## config.mk

```make
export PLATFORM = sky130hd
export DESIGN_NAME = alarm_beeper
export DESIGN_NICKNAME = d
export VERILOG_FILES = /design/src/rtl/alarm_pkg.sv /design/src/rtl/beep_tick_gen.sv /design/src/rtl/alarm_beeper.sv
export SDC_FILE = /design/constraint.sdc
export NUM_CORES = 1
export LEC_CHECK = 0
export ABC_AREA = 0
export CAP_MARGIN = 20
export CORE_AREA = 2 2 54 56
export CTS_CLUSTER_DIAMETER = 120
export DETAILED_ROUTE_END_ITERATION = 10
export DIE_AREA = 0 0 56 58
export PLACE_DENSITY_LB_ADDON = 0.05
export SYNTH_ARGS = -nofsm -noshare
export SYNTH_HDL_FRONTEND = slang
export SYNTH_SLANG_ARGS = --single-unit
```

## constraint.sdc

```tcl
create_clock -name clk -period 1.48 [get_ports clk]
set_input_delay 0.296 -clock clk [delete_from_list [all_inputs] [get_ports clk]]
set_output_delay 0.296 -clock clk [all_outputs]
set_load 0.05 [all_outputs]
```

## src/rtl/alarm_pkg.sv

```systemverilog
`default_nettype none
// ============================================================================
// Module : alarm_pkg
// Brief  : Shared types and cadence constants for the alarm buzzer path.
// Rev    : 1.0  initial release
// ============================================================================
package alarm_pkg;

  // Beeper cadence states
  typedef enum logic [1:0] {
    IDLE  = 2'd0,
    BEEP  = 2'd1,
    GAP   = 2'd2,
    PAUSE = 2'd3
  } beeper_state_t;

  // Simulation-friendly cadence defaults
  localparam int c_tick_div_sim    = 4;
  localparam int c_tone_half_sim   = 2;
  localparam int c_beep_ticks      = 3;
  localparam int c_gap_ticks       = 2;
  localparam int c_beeps           = 2;
  localparam int c_pause_ticks     = 5;
  localparam int c_max_bursts      = 3;

  // Board values for a 50 MHz clock: 0.25 s cadence tick, 2 kHz tone
  localparam int c_tick_div_board  = 12500000;
  localparam int c_tone_half_board = 12500;

  // Bits needed to hold 0..max_val (at least one bit)
  function automatic int cnt_width(input int max_val);
    return (max_val < 1) ? 1 : $clog2(max_val + 1);
  endfunction

endpackage
`default_nettype wire

```

## src/rtl/beep_tick_gen.sv

```systemverilog
`default_nettype none
// ============================================================================
// Module : beep_tick_gen
// Brief  : Clock-enable divider; tick is high for one clk every DIV cycles.
//          clr realigns the phase so the next tick lands DIV cycles later.
// Rev    : 1.0  initial release
// ============================================================================
module beep_tick_gen
  import alarm_pkg::*;
#(
  parameter int DIV = 4
) (
  input  logic clk,
  input  logic rst_n,
  input  logic clr,
  output logic tick
);

  localparam int             c_w    = cnt_width(DIV - 1);
  localparam logic [c_w-1:0] c_last = c_w'(DIV - 1);
  localparam logic [c_w-1:0] c_one  = c_w'(1);

  logic [c_w-1:0] r_cnt;

  // Free-running divider counter with explicit wrap and synchronous clear
  always_ff @(posedge clk or negedge rst_n) begin
    if (!rst_n) begin
      r_cnt <= '0;
    end else if (clr || (r_cnt == c_last)) begin
      r_cnt <= '0;
    end else begin
      r_cnt <= r_cnt + c_one;
    end
  end

  assign tick = (r_cnt == c_last);

endmodule
`default_nettype wire

```

## src/rtl/alarm_beeper.sv

```systemverilog
`default_nettype none
// ============================================================================
// Module : alarm_beeper
// Brief  : Piezo buzzer driver. Square-wave tone in bursts of BEEPS beeps
//          separated by gaps, followed by a long pause, repeated until stop.
//          Optional macro BEEPER_TIMEOUT_EN: auto-stop after MAX_BURSTS
//          bursts with a one-cycle timed_out pulse.
// Rev    : 1.0  initial release
// ============================================================================
module alarm_beeper
  import alarm_pkg::*;
#(
  parameter int TICK_DIV    = c_tick_div_sim,
  parameter int TONE_HALF   = c_tone_half_sim,
  parameter int BEEP_TICKS  = c_beep_ticks,
  parameter int GAP_TICKS   = c_gap_ticks,
  parameter int BEEPS       = c_beeps,
  parameter int PAUSE_TICKS = c_pause_ticks,
  parameter int MAX_BURSTS  = c_max_bursts
) (
  input  logic clk,
  input  logic rst_n,
  input  logic start,
  input  logic stop,
  output logic buzzer,
  output logic active,
  output logic timed_out
);

  localparam int c_phase_max0 = (BEEP_TICKS > GAP_TICKS) ? BEEP_TICKS : GAP_TICKS;
  localparam int c_phase_max  = (c_phase_max0 > PAUSE_TICKS) ? c_phase_max0 : PAUSE_TICKS;
  localparam int c_pw = cnt_width(c_phase_max - 1);
  localparam int c_tw = cnt_width(TONE_HALF - 1);
  localparam int c_bw = cnt_width(BEEPS - 1);

  localparam logic [c_pw-1:0] c_beep_last  = c_pw'(BEEP_TICKS - 1);
  localparam logic [c_pw-1:0] c_gap_last   = c_pw'(GAP_TICKS - 1);
  localparam logic [c_pw-1:0] c_pause_last = c_pw'(PAUSE_TICKS - 1);
  localparam logic [c_pw-1:0] c_phase_one  = c_pw'(1);
  localparam logic [c_tw-1:0] c_tone_last  = c_tw'(TONE_HALF - 1);
  localparam logic [c_tw-1:0] c_tone_one   = c_tw'(1);
  localparam logic [c_bw-1:0] c_beeps_last = c_bw'(BEEPS - 1);
  localparam logic [c_bw-1:0] c_beep_one   = c_bw'(1);

  beeper_state_t   r_state, w_state;
  logic [c_pw-1:0] r_phase, w_phase;
  logic [c_tw-1:0] r_tone, w_tone;
  logic [c_bw-1:0] r_beep_idx, w_beep_idx;
  logic            r_buzzer, w_buzzer;
  logic            r_active, w_active;
  logic            r_timed_out, w_timed_out;
  logic            w_tick, w_tick_clr;
  logic            w_last_burst;

`ifdef BEEPER_TIMEOUT_EN
  localparam int              c_uw         = cnt_width(MAX_BURSTS - 1);
  localparam logic [c_uw-1:0] c_burst_last = c_uw'(MAX_BURSTS - 1);
  localparam logic [c_uw-1:0] c_burst_one  = c_uw'(1);

  logic [c_uw-1:0] r_burst, w_burst;

  // Burst counter register, only present when auto-stop is built in
  always_ff @(posedge clk or negedge rst_n) begin
    if (!rst_n) r_burst <= '0;
    else        r_burst <= w_burst;
  end

  assign w_last_burst = (r_burst == c_burst_last);
`else
  assign w_last_burst = 1'b0;
`endif

  beep_tick_gen #(
    .DIV (TICK_DIV)
  ) u_tick (
    .clk   (clk),
    .rst_n (rst_n),
    .clr   (w_tick_clr),
    .tick  (w_tick)
  );

  // State and output registers; reset forces silence without a clock edge
  always_ff @(posedge clk or negedge rst_n) begin
    if (!rst_n) begin
      r_state     <= IDLE;
      r_phase     <= '0;
      r_tone      <= '0;
      r_beep_idx  <= '0;
      r_buzzer    <= 1'b0;
      r_active    <= 1'b0;
      r_timed_out <= 1'b0;
    end else begin
      r_state     <= w_state;
      r_phase     <= w_phase;
      r_tone      <= w_tone;
      r_beep_idx  <= w_beep_idx;
      r_buzzer    <= w_buzzer;
      r_active    <= w_active;
      r_timed_out <= w_timed_out;
    end
  end

  // Next-state, counter and output decode; stop overrides everything
  always_comb begin
    w_state     = r_state;
    w_phase     = r_phase;
    w_tone      = r_tone;
    w_beep_idx  = r_beep_idx;
    w_buzzer    = 1'b0;
    w_timed_out = 1'b0;
    w_tick_clr  = 1'b0;
`ifdef BEEPER_TIMEOUT_EN
    w_burst     = r_burst;
`endif
    if (stop) begin
      w_state    = IDLE;
      w_phase    = '0;
      w_tone     = '0;
      w_beep_idx = '0;
`ifdef BEEPER_TIMEOUT_EN
      w_burst    = '0;
`endif
    end else begin
      case (r_state)
        IDLE: begin
          if (start) begin
            w_state    = BEEP;
            w_phase    = '0;
            w_tone     = '0;
            w_beep_idx = '0;
            w_buzzer   = 1'b1;
            w_tick_clr = 1'b1;
`ifdef BEEPER_TIMEOUT_EN
            w_burst    = '0;
`endif
          end
        end
        BEEP: begin
          if (r_tone == c_tone_last) begin
            w_tone   = '0;
            w_buzzer = ~r_buzzer;
          end else begin
            w_tone   = r_tone + c_tone_one;
            w_buzzer = r_buzzer;
          end
          if (w_tick) begin
            if (r_phase == c_beep_last) begin
              w_phase  = '0;
              w_tone   = '0;
              w_buzzer = 1'b0;
              if (r_beep_idx != c_beeps_last) begin
                w_state = GAP;
              end else if (w_last_burst) begin
                w_state     = IDLE;
                w_beep_idx  = '0;
                w_timed_out = 1'b1;
`ifdef BEEPER_TIMEOUT_EN
                w_burst     = '0;
`endif
              end else begin
                w_state = PAUSE;
              end
            end else begin
              w_phase = r_phase + c_phase_one;
            end
          end
        end
        GAP: begin
          if (w_tick) begin
            if (r_phase == c_gap_last) begin
              w_state    = BEEP;
              w_phase    = '0;
              w_tone     = '0;
              w_beep_idx = r_beep_idx + c_beep_one;
              w_buzzer   = 1'b1;
            end else begin
              w_phase = r_phase + c_phase_one;
            end
          end
        end
        PAUSE: begin
          if (w_tick) begin
            if (r_phase == c_pause_last) begin
              w_state    = BEEP;
              w_phase    = '0;
              w_tone     = '0;
              w_beep_idx = '0;
              w_buzzer   = 1'b1;
`ifdef BEEPER_TIMEOUT_EN
              w_burst    = r_burst + c_burst_one;
`endif
            end else begin
              w_phase = r_phase + c_phase_one;
            end
          end
        end
        default: w_state = IDLE;
      endcase
    end
    w_active = (w_state != IDLE);
  end

  assign buzzer    = r_buzzer;
  assign active    = r_active;
  assign timed_out = r_timed_out;

endmodule
`default_nettype wire

```

* Yosys cells after proc, flatten, opt, wreduce, memory -nomap -nowiden *
Cells that the tools add are included.

word-level totals
  bits in registers = 11
  memories kept = 0
  word-level logic and storage cells = 81
  latch bits = 0
  output and inout bits = 3
  input port bits = 4
  memory bits (writable) = 0
  bits in read-only memories = 0

operators by class
  shift-type cells = 0
  bitwise operators = 1
  add/sub/neg operators = 4
  div/mod/pow operators = 0
  mux-type cells = 49
  reduce and logical (&&, ||, !) cells = 6
  $mul = 0
  equality and inequality tests = 14
  $lt $le $gt $ge = 0

operators with widths
  cell                                                                      number
  1-bit two-way mux                                                         27
  3-bit two-way mux                                                         8
  2-bit two-way mux                                                         9
  3-bit inequality test (second input constant)                             4
  1-bit case mux with 4 select lines                                        3
  3-bit case mux with 4 select lines                                        1
  3-bit by 2-bit inequality test with 1-bit output (second input constant)  3
  2-bit case mux with 4 select lines                                        1
  7-bit AND reduction                                                       1
  2-bit == test (second input constant)                                     3
  5-bit AND reduction                                                       1
  4-bit AND reduction                                                       1
  3-bit by 1-bit adder with 3-bit output (second input constant)            1
  3-bit by 1-bit == test with 1-bit output (second input constant)          1
  3-bit by 2-bit == test with 1-bit output (second input constant)          1
  3-bit == test (second input constant)                                     1
  1-bit adder (second input constant)                                       2
  2-bit by 1-bit adder with 2-bit output (second input constant)            1
  2-bit by 1-bit == test with 1-bit output (second input constant)          1
  2-bit logical NOT                                                         1
  2-bit nonzero test                                                        1
  1-bit logical OR                                                          1
  1-bit NOT                                                                 1

* Depth between registers and ports, before layout *
  depth in word-level cells = 6
  mapped depth = 6
  depth with buffers taken out = 6

* Modules after synthesis *
From an unflattened synthesis, not the netlist that was laid out.

second synthesis, totals
  cell total of the unflattened synthesis = 81
  area, all modules = 757.0 sq um

modules (own cells, without submodules)
  module         sequential area each (sq um)  area an instance (sq um)  times used  cells an instance
  alarm_beeper   225.2                         671.9                     1           76
  beep_tick_gen  50.0                          85.1                      1           5

* Worst setup path before layout *
Ideal clock, no wire load.

  kind = register to register
  start point = register r_phase[1]
  end point = register r_beep_idx
  setup slack = -0.105 ns
  library setup time = 0.082 ns
  data required time = 1.398 ns
  period minus slack after synthesis = 1.585 ns
  arrival time = 1.503 ns
  buffers on the path = 0
  cell stages (with the launch flop) = 7
  cells stage by stage = dfrtp_1 > inv_1 > ha_1 > nor3b_2 > o21ai_2 > or4b_1 > a31oi_1

on the way
  word-level cells in the longest chain between the ends = 3
  elaborated cells on any way between the ends = 7
  classes of those cells = eq/ne (6); reduce/logical (1)

ends and longest elaborated chain
  what                                                                    RTL line             RTL
  start, declared                                                         alarm_beeper.sv:46   logic [c_pw-1:0] r_phase, w_phase;
  start signal, assigned                                                  alarm_beeper.sv:94   r_phase <= w_phase;
  3-bit by 2-bit == test with 1-bit output, or another cell as far along  alarm_beeper.sv:147  if (r_phase == c_beep_last) begin
  3-bit inequality test (no line)                                         n/a
  7-bit AND reduction (no line) (*)                                       n/a
  end signal, assigned                                                    alarm_beeper.sv:96   r_beep_idx <= w_beep_idx;
  end, declared                                                           alarm_beeper.sv:48   logic [c_bw-1:0] r_beep_idx, w_beep_idx;

Mark *: on every way between the ends. The rest lies on a longest branch, timed or not.
A chain may end at the register's enable or synchronous reset.

* Worst setup path in the final report *
  start point = register r_phase[1]
  end point = register r_phase[0]

on the way
  word-level cells in the longest chain between the ends = 5
  elaborated cells on any way between the ends = 11
  classes of those cells = eq/ne (3); mux (8)

ends and longest elaborated chain
  what                                         RTL line                                                       RTL
  3-bit == test, or another cell as far along  alarm_beeper.sv:183                                            if (r_phase == c_pause_last) begin
  3-bit two-way mux, on equally long branches  alarm_beeper.sv:183, alarm_beeper.sv:147, alarm_beeper.sv:170
  3-bit two-way mux, on equally long branches  alarm_beeper.sv:182, alarm_beeper.sv:146, alarm_beeper.sv:169
  3-bit case mux with 4 select lines (*)       alarm_beeper.sv:124                                            case (r_state)
  3-bit two-way mux (*)                        alarm_beeper.sv:115                                            if (stop) begin

Mark *: on every way between the ends. The rest lies on a longest branch, timed or not. The select of a mux whose other input is x is not followed.

==> results by group <==
CTS
  • Root Buffer: clkbuf_4
  • Insertion delay to the later sink of the worst-skew pair: 0.28 ns
  • Clock sink total: 11
  • H-tree depth: 1
  • CTS clk-pin slew, worst paths: 0.07 ns
  • CTS tree: yes
  • CTS max path bufs: 2
  • Inserted Clock Buffers: 3
  • Post-CTS Hold Buffers: 0

Place
  • Placed insts: 129
  • Port bufs: 5
  • DPL Wire Length: 1.380 mm
  • Final GP Congestion: 0.7410
  • DP Worst Slack: -0.1682 ns

Routing
  • DR DRC count: 0
  • Post-route ant nets: 0
  • Vias: 652
  • Drt first pass iters: 4
  • Via/cell ratio: 4.725
  • WL per Instance: 13.69 µm
  • Routed wire length: 1.889 mm
  • DR iter-0 viols: 11

Worst setup path
  • Kind of critical path: reg -> reg
  • Crit-path max FO: 3
  • Reg2Reg Capture Point: r_phase[0]
  • Reg-to-reg setup timing slack: -0.14 ns
  • Cell mode on critical path: a21oi_2
  • CP arrival: 1.84 ns
  • Worst path max stage delay: 0.48 ns
  • Worst R2R Path Depth: 6
  • Worst setup EP type: flip-flop
  • Crit Reg-Reg Startpoint: r_phase[1]
  • Required @ worst endpoint: 1.70 ns
  • Crit path launch type: flip-flop
  • Slowest CP cell: or4b_4
  • Crit-path cells: inv_2 -> ha_1 -> and3_4 -> a21oi_2 -> or4b_4 -> a21oi_2

Yosys
  • Mean Syn Cell Area: 9.641 µm²
  • Syn. warnings: 0
  • Post-synth top area share: 36.61%
  • EDFF count, synth: 0
  • Ranking of synthesized cells by area: dfrtp_1, ha_1, nand2_1
  • Primary FF master, synth: dfrtp_1
  • FFs w/ async S/R, synth: 100.0%
  • Netlist cell types: 38
  • Sequential share of the synthesized area: 36.61%
  • Post-Syn Area: 752.0 µm²
  • Syn Nets: 87
  • Gate Count Post-Synth: 78
  • #FFs+latches synth: 11
  • Leading area contributor after synthesis: dfrtp_1

Global routing
  • Met2 Use GR: 19.16%
  • Total gr overflow: 0
  • GRT met1 Usage: 16.30%
  • Initial antenna violation count: 0
  • Number of global-route vias before repair: 657
  • GR peak layer: met2
  • M3 GR Usage: 2.009%
  • GR Util All Layers: 12.56%
  • Global-route wire length before repair: 3.063 mm
  • Largest net degree at the start of global routing: 12

Power
  • Power per cell area: 783.5 nW/µm²
  • Comb pwr share: 32.0%
  • Seq pwr share: 43.1%
  • Clock share of power: 24.9%
  • Worst ir drop on vdd: 0.0006246 V
  • P_sw: 0.2809 mW
  • Switch share: 31.99%
  • Internal power: 0.5974 mW
  • P_leak: 0.4827 nW
  • Final Power: 0.8784 mW

Floorplanning
  • IO Pins: 7
  • Row cnt: 19
  • Die height: 58 µm
  • Die Wd: 56 µm
  • Starting Density: 28.24%
  • Core ar.: 2663 µm²
  • Die area: 3248 µm²

Timing
  • Final Cycle Share: 109.7%
  • RSZ-0062 raised after global routing: true
  • Setup WS post-layout: -0.1432 ns
  • Final Hold Violating Endpoints: 0
  • Worst Skew: 0.002369 ns
  • Post-layout minimum cycle time: 1.623 ns
  • Setup TNS: -0.4727 ns
  • # setup viols final: 5
  • Slew Limit Fails: 0
  • Fmax: 616.1 MHz

Hold path
  • Hold Crit Class: in -> async

Finish
  • Ant diodes: 0
  • Final nets: 117
  • Fraction of layout cells with a size suffix above 1: 49.53%
  • Synthesis-to-finish area growth: 49.09%
  • Post-Layout Cell Count: 138

Flow run
  • Max-cap violation count: 0

Outcome
  • Status: finished, violations left
  • Failing checks: negative setup slack
==> Yosys cell counts, types with 2 or more instances <==
master    number
inv_1          5
o211ai_1       2
dfrtp_1       11
mux2_2         2
nor2b_1        2
a21oi_1        5
buf_6          2
nor2_1         2
a311oi_1       2
nand2_1        8
ha_1           5
or4b_1         2
o311a_1        2
nand3b_1       2
nand2b_1       3
==> stage by stage <==
step | hold slack (ns) | utilization (%) | cell area (µm²)
3_3_place_gp | 0.4657 | 36.75 | 978.4
6_report | 0.3104 | 42.11 | 1121
3_5_place_dp | 0.4643 | 36.75 | 978.4
4_1_cts | 0.3208 | 38.25 | 1018
2_1_floorplan | 0.0004090 | - | 758.2
5_1_grt | 0.3324 | 42.11 | 1121
==> power groups by stage <==
stage,combinational [mW],clock [mW],sequential (mW)
2_1_floorplan,0.131,0,0.374
3_3_place_gp,0.243,0,0.371
3_5_place_dp,0.241,0,0.371
4_1_cts,0.250,0.224,0.368
5_1_grt,0.317,0.246,0.383
6_report,0.281,0.219,0.378
==> cell usage in the layout, fill, tap and decap left out, types with 2 or more instances in the layout <==
master,Yosys,final
o311a_1,2,2
dfrtp_2,0,2
inv_1,5,3
o211ai_1,2,2
and3_4,1,2
a21oi_1,5,2
nor3b_2,1,2
buf_12,0,2
a21oi_2,1,4
nor2b_1,2,2
inv_2,0,2
nor2_1,2,2
clkdlybuf4s50_1,0,2
nand2b_1,3,3
dfrtp_1,11,9
buf_4,1,23
clkbuf_4,0,3
ha_4,0,3
nand3b_1,2,2
nand2_1,8,7
mux2_2,2,2
==> area by class of cell <==
cell class / instances / area [µm²]
well taps: 31 / 38.79
fillers: 270 / 1541
repair buffers: 30 / 261.5
multi-input cells: 57 / 498.0
clock buffers: 4 / 26.28
inverters: 5 / 18.77
flip-flops and latches: 11 / 277.8
==> critical path, delay by kind of cell, from the launching register on <==
family,cells,cell delay (ns)
flops,1,0.40
buf+inv,1,0.07
fa+ha+maj,1,0.18
compound gates,2,0.27
simple gates,2,0.65
==> per-layer routing <==
layer  vias to the layer above  share of wire, %
met5                         -                 0
met4                         0               2.6
met3                         5               2.0
met2                         7                48
met1                       308                48
li1                        332                 -
==> worst max-delay path by stage <==
stage | from | endpoint | slack [ns] | depth (start not counted)
floorplan | r_phase[1] | r_beep_idx | -0.07 | 6
global placement | r_phase[1] | r_beep_idx | -0.16 | 6
detailed placement | start | r_phase[2] | -0.17 | 5
CTS | r_phase[1] | r_beep_idx | -0.16 | 6
global route | r_phase[0] | r_beep_idx | -0.21 | 6
finish | r_phase[1] | r_phase[0] | -0.14 | 6
==> sequential cells by signal (all words and copies together) (netlist names) <==
signal / count
r_phase: 3
u_tick.r_cnt: 2
buzzer: 1
active: 1
r_beep_idx: 1
r_state: 2
r_tone: 1
==> what timing repair did <==
action | 4_1_cts | 5_1_grt
buffers inserted | 1 | 4
gates resized for setup | 5 | 16
pin swaps | 3 | 6
setup endpoints to repair | 6 | 8
==> cell families after synthesis <==
family	after synthesis	synth area share, %
AO/OA/AOI/OAI	20	19.14
XOR/XNOR	1	1.165
adder cells (fa/ha/maj)	5	8.319
buffers and inverters	10	7.653
flip-flops	11	36.61
multiplexers	2	2.995
other	1	0.4987
AND/OR/NAND/NOR	28	23.63
(Power assumes the default switching activity.)
